--- src/rtl/pc_fetch_unit.sv ---
// -----------------------------------------------------------------------------
// pc_fetch_unit
//
// Program counter and instruction-fetch sequencer for the single-issue core.
// The PC is fetched over a level req/ack memory handshake. The fetched word
// is held on Instruccion for decode and for the next-PC offset selector. That
// selector returns Incremento (4 or a branch offset), and the PC advances by
// that amount. A misaligned target or a missing ack stops the unit in a
// sticky fault state. Only reset clears this state.
//
// Sequencer: FETCH -> WAIT -> EXEC -> FETCH ...
//            WAIT  -> FAULT on timeout, EXEC -> FAULT on misaligned target.
//
// Parameters
//   RESET_PC    PC value loaded on reset.
//   MAX_WAIT    WAIT cycles without imem_ack before a timeout fault (1..255).
//
// Ports
//   clk          core clock, rising edge
//   reset        synchronous, active-high reset (priority over all inputs)
//   Incremento   PC increment from the next-PC offset selector
//   stall        hold the current instruction in EXEC
//   imem_req     instruction-memory request (level)
//   imem_addr    fetch address, always equal to PC
//   imem_ack     read data valid this cycle
//   imem_rdata   fetched instruction word
//   Instruccion  current instruction to decode / selector
//   inst_valid   Instruccion valid (EXEC)
//   PC           current program counter
//   fault        sticky fault flag
//   fault_code   00 none, 01 misaligned target, 10 fetch timeout
//   retired      retired-instruction count
//
// Optional feature macro: FETCH_RETIRE_CNT_EN
//   When defined, retired counts EXEC->FETCH transitions (wraps at 2^32).
//   When undefined, retired is tied to zero and no counter is built.
// -----------------------------------------------------------------------------
module pc_fetch_unit #(
  parameter logic [31:0] RESET_PC = 32'h0000_0000,
  parameter int unsigned MAX_WAIT = 16
) (
  input  logic        clk,
  input  logic        reset,
  input  logic [31:0] Incremento,
  input  logic        stall,
  output logic        imem_req,
  output logic [31:0] imem_addr,
  input  logic        imem_ack,
  input  logic [31:0] imem_rdata,
  output logic [31:0] Instruccion,
  output logic        inst_valid,
  output logic [31:0] PC,
  output logic        fault,
  output logic [1:0]  fault_code,
  output logic [31:0] retired
);

  typedef enum logic [1:0] {
    ST_FETCH = 2'd0,
    ST_WAIT  = 2'd1,
    ST_EXEC  = 2'd2,
    ST_FAULT = 2'd3
  } state_t;

  localparam logic [31:0] NOP_INSN      = 32'h0000_0013;
  localparam logic [7:0]  MAX_WAIT_CNT  = 8'(MAX_WAIT);
  localparam logic [1:0]  CODE_NONE     = 2'b00;
  localparam logic [1:0]  CODE_MISALIGN = 2'b01;
  localparam logic [1:0]  CODE_TIMEOUT  = 2'b10;

  state_t      state_q, state_d;
  logic [31:0] pc_q, pc_d;
  logic [31:0] insn_q, insn_d;
  logic [7:0]  wait_cnt_q, wait_cnt_d;
  logic        fault_q, fault_d;
  logic [1:0]  fault_code_q, fault_code_d;

  logic [31:0] next_pc;
  logic [7:0]  wait_cnt_inc;

  // Candidate target; wraps modulo 2^32, so negative offsets just work.
  assign next_pc      = pc_q + Incremento;
  assign wait_cnt_inc = wait_cnt_q + 8'd1;

  // ---------------------------------------------------------------------------
  // State register
  // ---------------------------------------------------------------------------
  always_ff @(posedge clk) begin
    if (reset) begin
      state_q      <= ST_FETCH;
      pc_q         <= RESET_PC;
      insn_q       <= NOP_INSN;
      wait_cnt_q   <= 8'd0;
      fault_q      <= 1'b0;
      fault_code_q <= CODE_NONE;
    end else begin
      state_q      <= state_d;
      pc_q         <= pc_d;
      insn_q       <= insn_d;
      wait_cnt_q   <= wait_cnt_d;
      fault_q      <= fault_d;
      fault_code_q <= fault_code_d;
    end
  end

  // ---------------------------------------------------------------------------
  // Next-state logic
  // ---------------------------------------------------------------------------
  always_comb begin
    state_d      = state_q;
    pc_d         = pc_q;
    insn_d       = insn_q;
    wait_cnt_d   = wait_cnt_q;
    fault_d      = fault_q;
    fault_code_d = fault_code_q;

    unique case (state_q)
      ST_FETCH: begin
        // The wait counter starts from zero on every entry to WAIT.
        state_d    = ST_WAIT;
        wait_cnt_d = 8'd0;
      end

      ST_WAIT: begin
        if (imem_ack) begin
          insn_d  = imem_rdata;
          state_d = ST_EXEC;
        end else begin
          wait_cnt_d = wait_cnt_inc;
          // An ack in the last allowed cycle still wins over the timeout.
          if (wait_cnt_inc == MAX_WAIT_CNT) begin
            fault_d      = 1'b1;
            fault_code_d = CODE_TIMEOUT;
            state_d      = ST_FAULT;
          end
        end
      end

      ST_EXEC: begin
        if (!stall) begin
          if (next_pc[1:0] != 2'b00) begin
            // PC stays on the offending instruction for post-mortem.
            fault_d      = 1'b1;
            fault_code_d = CODE_MISALIGN;
            state_d      = ST_FAULT;
          end else begin
            pc_d    = next_pc;
            state_d = ST_FETCH;
          end
        end
      end

      ST_FAULT: begin
        // Terminal until reset.
      end

      default: begin
        state_d = ST_FAULT;
      end
    endcase
  end

  // ---------------------------------------------------------------------------
  // Outputs
  // ---------------------------------------------------------------------------
  // The request is masked during reset so the pins show their reset values
  // while reset is held, even though the register already sits in FETCH.
  assign imem_req    = ((state_q == ST_FETCH) || (state_q == ST_WAIT)) && !reset;
  assign imem_addr   = pc_q;
  assign PC          = pc_q;
  assign Instruccion = insn_q;
  assign inst_valid  = (state_q == ST_EXEC);
  assign fault       = fault_q;
  assign fault_code  = fault_code_q;

  // ---------------------------------------------------------------------------
  // Retired-instruction counter (optional)
  // ---------------------------------------------------------------------------
`ifdef FETCH_RETIRE_CNT_EN
  logic [31:0] retired_q, retired_d;
  logic        retire_evt;

  // Same condition as the EXEC->FETCH transition above.
  assign retire_evt = (state_q == ST_EXEC) && !stall && (next_pc[1:0] == 2'b00);

  always_comb begin
    retired_d = retired_q;
    if (retire_evt) begin
      retired_d = retired_q + 32'd1;
    end
  end

  always_ff @(posedge clk) begin
    if (reset) begin
      retired_q <= 32'd0;
    end else begin
      retired_q <= retired_d;
    end
  end

  assign retired = retired_q;
`else
  assign retired = 32'h0000_0000;
`endif

endmodule

--- config.mk ---
export PLATFORM = sky130hd
export DESIGN_NAME = pc_fetch_unit
export DESIGN_NICKNAME = d
export VERILOG_FILES = /design/src/rtl/pc_fetch_unit.sv
export SDC_FILE = /design/constraint.sdc
export NUM_CORES = 1
export LEC_CHECK = 0
export CELL_PAD_IN_SITES_DETAIL_PLACEMENT = 0
export CELL_PAD_IN_SITES_GLOBAL_PLACEMENT = 2
export CORE_MARGIN = 5
export CORE_UTILIZATION = 24
export DETAILED_ROUTE_END_ITERATION = 8
export PLACE_DENSITY = 0.79
export SLEW_MARGIN = 20
export SYNTH_ARGS = -nofsm -noshare
export SYNTH_HDL_FRONTEND = slang
export SYNTH_SLANG_ARGS = --single-unit
export TNS_END_PERCENT = 10
--- constraint.sdc ---
create_clock -name clk -period 4.2 [get_ports clk]
set_clock_uncertainty 0.1 [all_clocks]
set_input_delay 0.84 -clock clk [delete_from_list [all_inputs] [get_ports clk]]
set_output_delay 0.84 -clock clk [all_outputs]
set_load 0.05 [all_outputs]
After elaboration in Yosys (flattened, before gate mapping) --
Index checks and enable logic that the tools add are counted.
Word-level totals: register bits 77, output and inout port bits 133
Cells by class: $add $sub $neg 2, equality and inequality tests 8, multiplexer cells 17, bitwise logic cells 2, reductions and logical operators 13
Operators with widths (count):
- adder 32 bit | 1
- two-way mux 2 bit | 8
- one-hot mux 8 bit (2 select lines) | 1
- adder 8 x 1 -> 8 bit (second input constant) | 1
- == test 8 x 5 -> 1 bit (second input constant) | 1
- two-way mux 8 bit | 1
- != test 2 bit (second input constant) | 3
- one-hot mux 2 bit (3 select lines) | 1
- AND reduction 3 bit | 2
- nonzero test 2 bit | 3
- AND reduction 5 bit | 1
- two-way mux 1 bit | 4
- one-hot mux 2 bit (2 select lines) | 1
- AND reduction 2 bit | 2
- != test 3 bit (second input constant) | 1
- nonzero test 3 bit | 1
- == test 2 x 1 -> 1 bit (second input constant) | 1
- == test 2 bit (second input constant) | 1
- zero test 2 bit | 1
- != test 2 x 1 -> 1 bit (second input constant) | 1
- inverter 1 bit | 2
- one-hot mux 1 bit (2 select lines) | 1
- logical AND 1 bit | 1
- zero test 1 bit | 1
- logical OR 1 bit | 1

Longest topological paths before layout --
depth after elaboration 5, depth in mapped cells 10, gate-level depth less buffers 10

Worst setup path after synthesis --
No wires, ideal clock.
path type input -> register, start point input Incremento[0], end point register pc_q[22] (netlist: PC[22]), data arrival time 3.029 ns, required time 3.978 ns, setup slack 0.949 ns, stages on the path 10, buffers on the path 0, cell sequence ha_1 -> fa_1 -> a21o_1 -> a221oi_4 -> o32ai_1 -> o21ai_2 -> o21ai_2 -> a31oi_1 -> nor4_1 -> a311o_1
Between the ends: longest elaborated chain between the ends 4
Ends and longest elaborated chain:
- start, declared | line 44 | input logic [31:0] Incremento,
- adder 32 bit (*) | line 82 | assign next_pc = pc_q + Incremento;
- nonzero test 2 bit | line 141 | if (next_pc[1:0] != 2'b00) begin
- inverter 1 bit (no line)
- AND reduction 3 bit (no line)
- end signal, assigned | line 98 | pc_q <= pc_d;
- end, declared | line 72 | logic [31:0] pc_q, pc_d;
Every way passes the cells marked *; elsewhere a longest branch is shown, timed or not. A chain may end at the register's enable or synchronous reset.

Final worst setup path --
Ends and elaborated chain as after synthesis.

==> results.py <==
metrics = {
    "run_status": {
        "outcome": "finished clean",
    },
    "final_layout": {
        "drive_gt1_share_pct": 5.388,
        "utilization_pct": 32.68,
        "num-fill-cells": 2324,
        "area_delta_synth_final_pct": 35.18,
        "fin_nets": 897,
        "n_antenna_cell": 0,
    },
    "pwr": {
        "p_comb_share_pct": 34.6,
        "p_sw_mw": 0.9786,
        "powerDensity_nw_per_um2": 357.6,
        "p_seq_share_pct": 32.9,
        "netSwitchingFraction_pct": 38.62,
        "clkPwrFrac_pct": 32.5,
        "finalPower_mw": 2.534,
        "vdd.ir_drop.worst_mv": 0.1857,
        "internal-power_mw": 1.556,
        "p_leak_nw": 2.737,
    },
    "floorplan": {
        "dieArea_um2": 24900,
        "placementRows": 54,
        "die_h_um": 157.8,
        "core_um2": 21690,
        "die_w_um": 157.8,
        "start_util_pct": 24.17,
        "pin_count": 201,
    },
    "logic_synthesis": {
        "synth_area_um2": 5243,
        "synth_edf_count": 0,
        "synth-xor-area-share_pct": 3.508,
        "synth.most_common_cell": "nand2_1",
        "synth_top_family_by_area": "compound AO/OA/AOI/OAI gates",
        "synth_common_cells": "nand2_1, a21oi_1, dfxtp_1",
        "ys_warn_count": 0,
        "synthArstFlopShare_pct": 0,
        "synthAdderAreaFrac_pct": 8.735,
        "synth_area_leaders": "dfxtp_1, buf_4, nand2_1, a21oi_1, ha_1",
        "synth.distinct_cells": 65,
        "synth_top_area_share_pct": 29.40,
        "synth_top_area_cell": "dfxtp_1",
        "synth-simple-area-share_pct": 20.02,
        "synth_compound_area_share_pct": 23.75,
        "ys_ff_latch": 77,
        "synth_ff_type": "dfxtp_1",
        "synthMuxAreaShare_pct": 0.3819,
        "seq_area_frac_synth_pct": 29.40,
        "syn_inst": 676,
        "synth_area_per_cell_um2": 7.755,
    },
    "worst_setup_path": {
        "r2r-end": "PC[22]",
        "cpMaxStageDelayCell": "clkdlybuf4s50_1",
        "startpoint": "Incremento[0]",
        "worstPathRequired_ps": 4330,
        "cp-endpoint": "PC[22]",
        "regToRegStartpoint": "PC[0]",
        "ff2ff_path_depth": 10,
        "critPathMostFrequentCell": "o21ai_2",
        "cp_max_fo": 5,
        "crit_chain": "clkdlybuf4s50_1 > ha_1 > fa_1 > a21o_1 > a221oi_4 > o32ai_1 > o21ai_2 > o21ai_2 > a31oi_1 > nor4_1 > a311o_1",
        "cp.arrival_ps": 3690,
        "setup.worst_path.end_class": "register",
        "criticalPathCategory": "primary input to register",
        "max_stage_delay_ps": 400,
        "rrSetupSlack_ps": 1230,
        "cp-start-kind": "primary input",
    },
    "grt": {
        "grt_pass1_vias": 4707,
        "grt_max_degree": 41,
        "grt_pass1_wl_um": 25270,
        "antenna_found_initial": 2,
        "grt_usage_pct": 12.81,
        "grt.overflow.total": 0,
    },
    "clocking": {
        "clk_path_buf_depth": 2,
        "cts_resized": 0,
        "postCtsSetupRepairBufs": 0,
        "clkTransAtPathRegs_ps": 70,
        "cts_tree": "built",
        "clock_latency_ps": 340,
        "cts.sinks": 77,
        "htree_levels": 3,
        "cts_made_buffers": 9,
        "cts-root-buf": "clkbuf_16",
        "postCtsHoldBufs": 0,
    },
    "placement": {
        "io_buffer_count": 168,
        "gp_congestion": 0.7576,
        "pre_cts_slack_ps": 290.2,
        "dpl.hpwl_um": 12520,
    },
    "route": {
        "first_pass_iters": 4,
        "viasPerCell": 4.622,
        "drtAntennaViolNets": 0,
        "drcViolationCount": 0,
        "wl_um": 16470,
        "first_iter_violations": 264,
        "vias": 4983,
        "routedWlPerCell_um": 15.28,
    },
    "sta": {
        "period_needed_ps": 3558,
        "setup_ws_ps": 641.7,
        "fin_crit_sh_pct": 84.72,
        "tightest_slew_ps": 686.8,
        "rsz0062_at_grt": "no",
        "setup_viol": 0,
        "hold_viol_final": 0,
        "drv_slew": 0,
        "relSlewSlack_pct": 54.21,
        "setup_tns_ps": 0,
        "fmax_mhz": 281.0,
    },
    "run": {
        "cap_violations": 0,
    },
    "hold_path": {
        "min_path_type": "register to register",
    },
}
## worst max-delay path: cells and delay by family
kind / cells / cell delay, ps
simple gates: 1 / 70
fa+ha+maj: 2 / 640
buf+inv: 1 / 400
compound gates: 7 / 1720
## cell families (layout without fill, tap and decap cells)
logic type | Yosys count | in the layout
buffers and inverters | 118 | 209
AO/OA/AOI/OAI | 195 | 195
adder cells (fa/ha/maj) | 36 | 36
XOR/XNOR | 21 | 21
multiplexers | 2 | 2
AND/OR/NAND/NOR | 226 | 226
other | 1 | 32
flip-flops | 77 | 77
## registers in the layout, summed over array words and instances, names as in the netlist
| register | cells |
|---|---|
| PC | 32 |
| state_q | 2 |
| Instruccion | 32 |
| fault_code | 2 |
| wait_cnt_q | 8 |
| fault | 1 |
## layout by cell type, fill, tap and decap left out, drive strengths merged, types with 3 or more instances in the layout
| cell type | n |
|---|---|
| dfxtp | 77 |
| nor3 | 10 |
| a211oi | 6 |
| nor2 | 23 |
| a21oi | 89 |
| xor2 | 6 |
| a31oi | 10 |
| ha | 35 |
| nand4 | 16 |
| and2 | 3 |
| nand2 | 122 |
| o21ai | 29 |
| nand3b | 4 |
| xnor2 | 15 |
| inv | 19 |
| a21o | 23 |
| nor2b | 3 |
| clkbuf | 9 |
| a311oi | 7 |
| nor4 | 5 |
| and3 | 7 |
| clkdlybuf4s50 | 166 |
| buf | 12 |
| conb | 32 |
| nand3 | 18 |
| or2 | 3 |
| a41oi | 3 |
| o21a | 4 |
## final cells by class
cell class | count | area, um2 | share of cell area [%]
Tap cell | 280 | 350.3 | 4.944
Timing Repair Buffer | 178 | 1749 | 24.68
Clock buffer | 9 | 225.2 | 3.178
Sequential cell | 77 | 1541 | 21.75
Clock inverter | 7 | 81.33 | 1.148
Multi-Input combinational cell | 512 | 3083 | 43.50
Inverter | 15 | 56.30 | 0.7945
## power groups by stage
stage	Combinational (mW)	Sequential [mW]	Clock [mW]
floorplan	0.438	1.04	0
global placement	0.890	0.848	0
detailed placement	0.884	0.850	0
CTS	0.887	0.834	0.864
global route	0.949	0.843	0.888
finish	0.878	0.833	0.824
## worst min-delay path by stage
stage / cells past startpoint / slack (ps) / from / end
floorplan: 1 / 350 / wait_cnt_q[7] / wait_cnt_q[7]
global placement: 2 / 340 / fault / fault
detailed placement: 2 / 340 / fault / fault
CTS: 2 / 350 / fault / fault
global route: 2 / 380 / Instruccion[21] / Instruccion[21]
finish: 2 / 350 / fault / fault
## per-layer routing
metal	track usage, %	share of wire (%)	vias up	wire length, um
met4	4.383	1.6	4	268
met5	0	0.15	-	25
met1	17.43	47	2273	7737
met2	20.04	45	148	7392
met3	2.843	6.3	22	1045
li1	-	-	2536	-
## metrics by stage
stage | hold slack [ps] | cells | instance area, um2
2_1_floorplan | 352.2 | 707 | 5359
3_3_place_gp | 339.2 | 1062 | 6780
3_5_place_dp | 341.0 | 1062 | 6780
4_1_cts | 350.5 | 1078 | 7087
5_1_grt | 377.1 | 1078 | 7087
6_report | 345.9 | 1078 | 7087
Note: power is estimated with default switching activity, not from simulation.
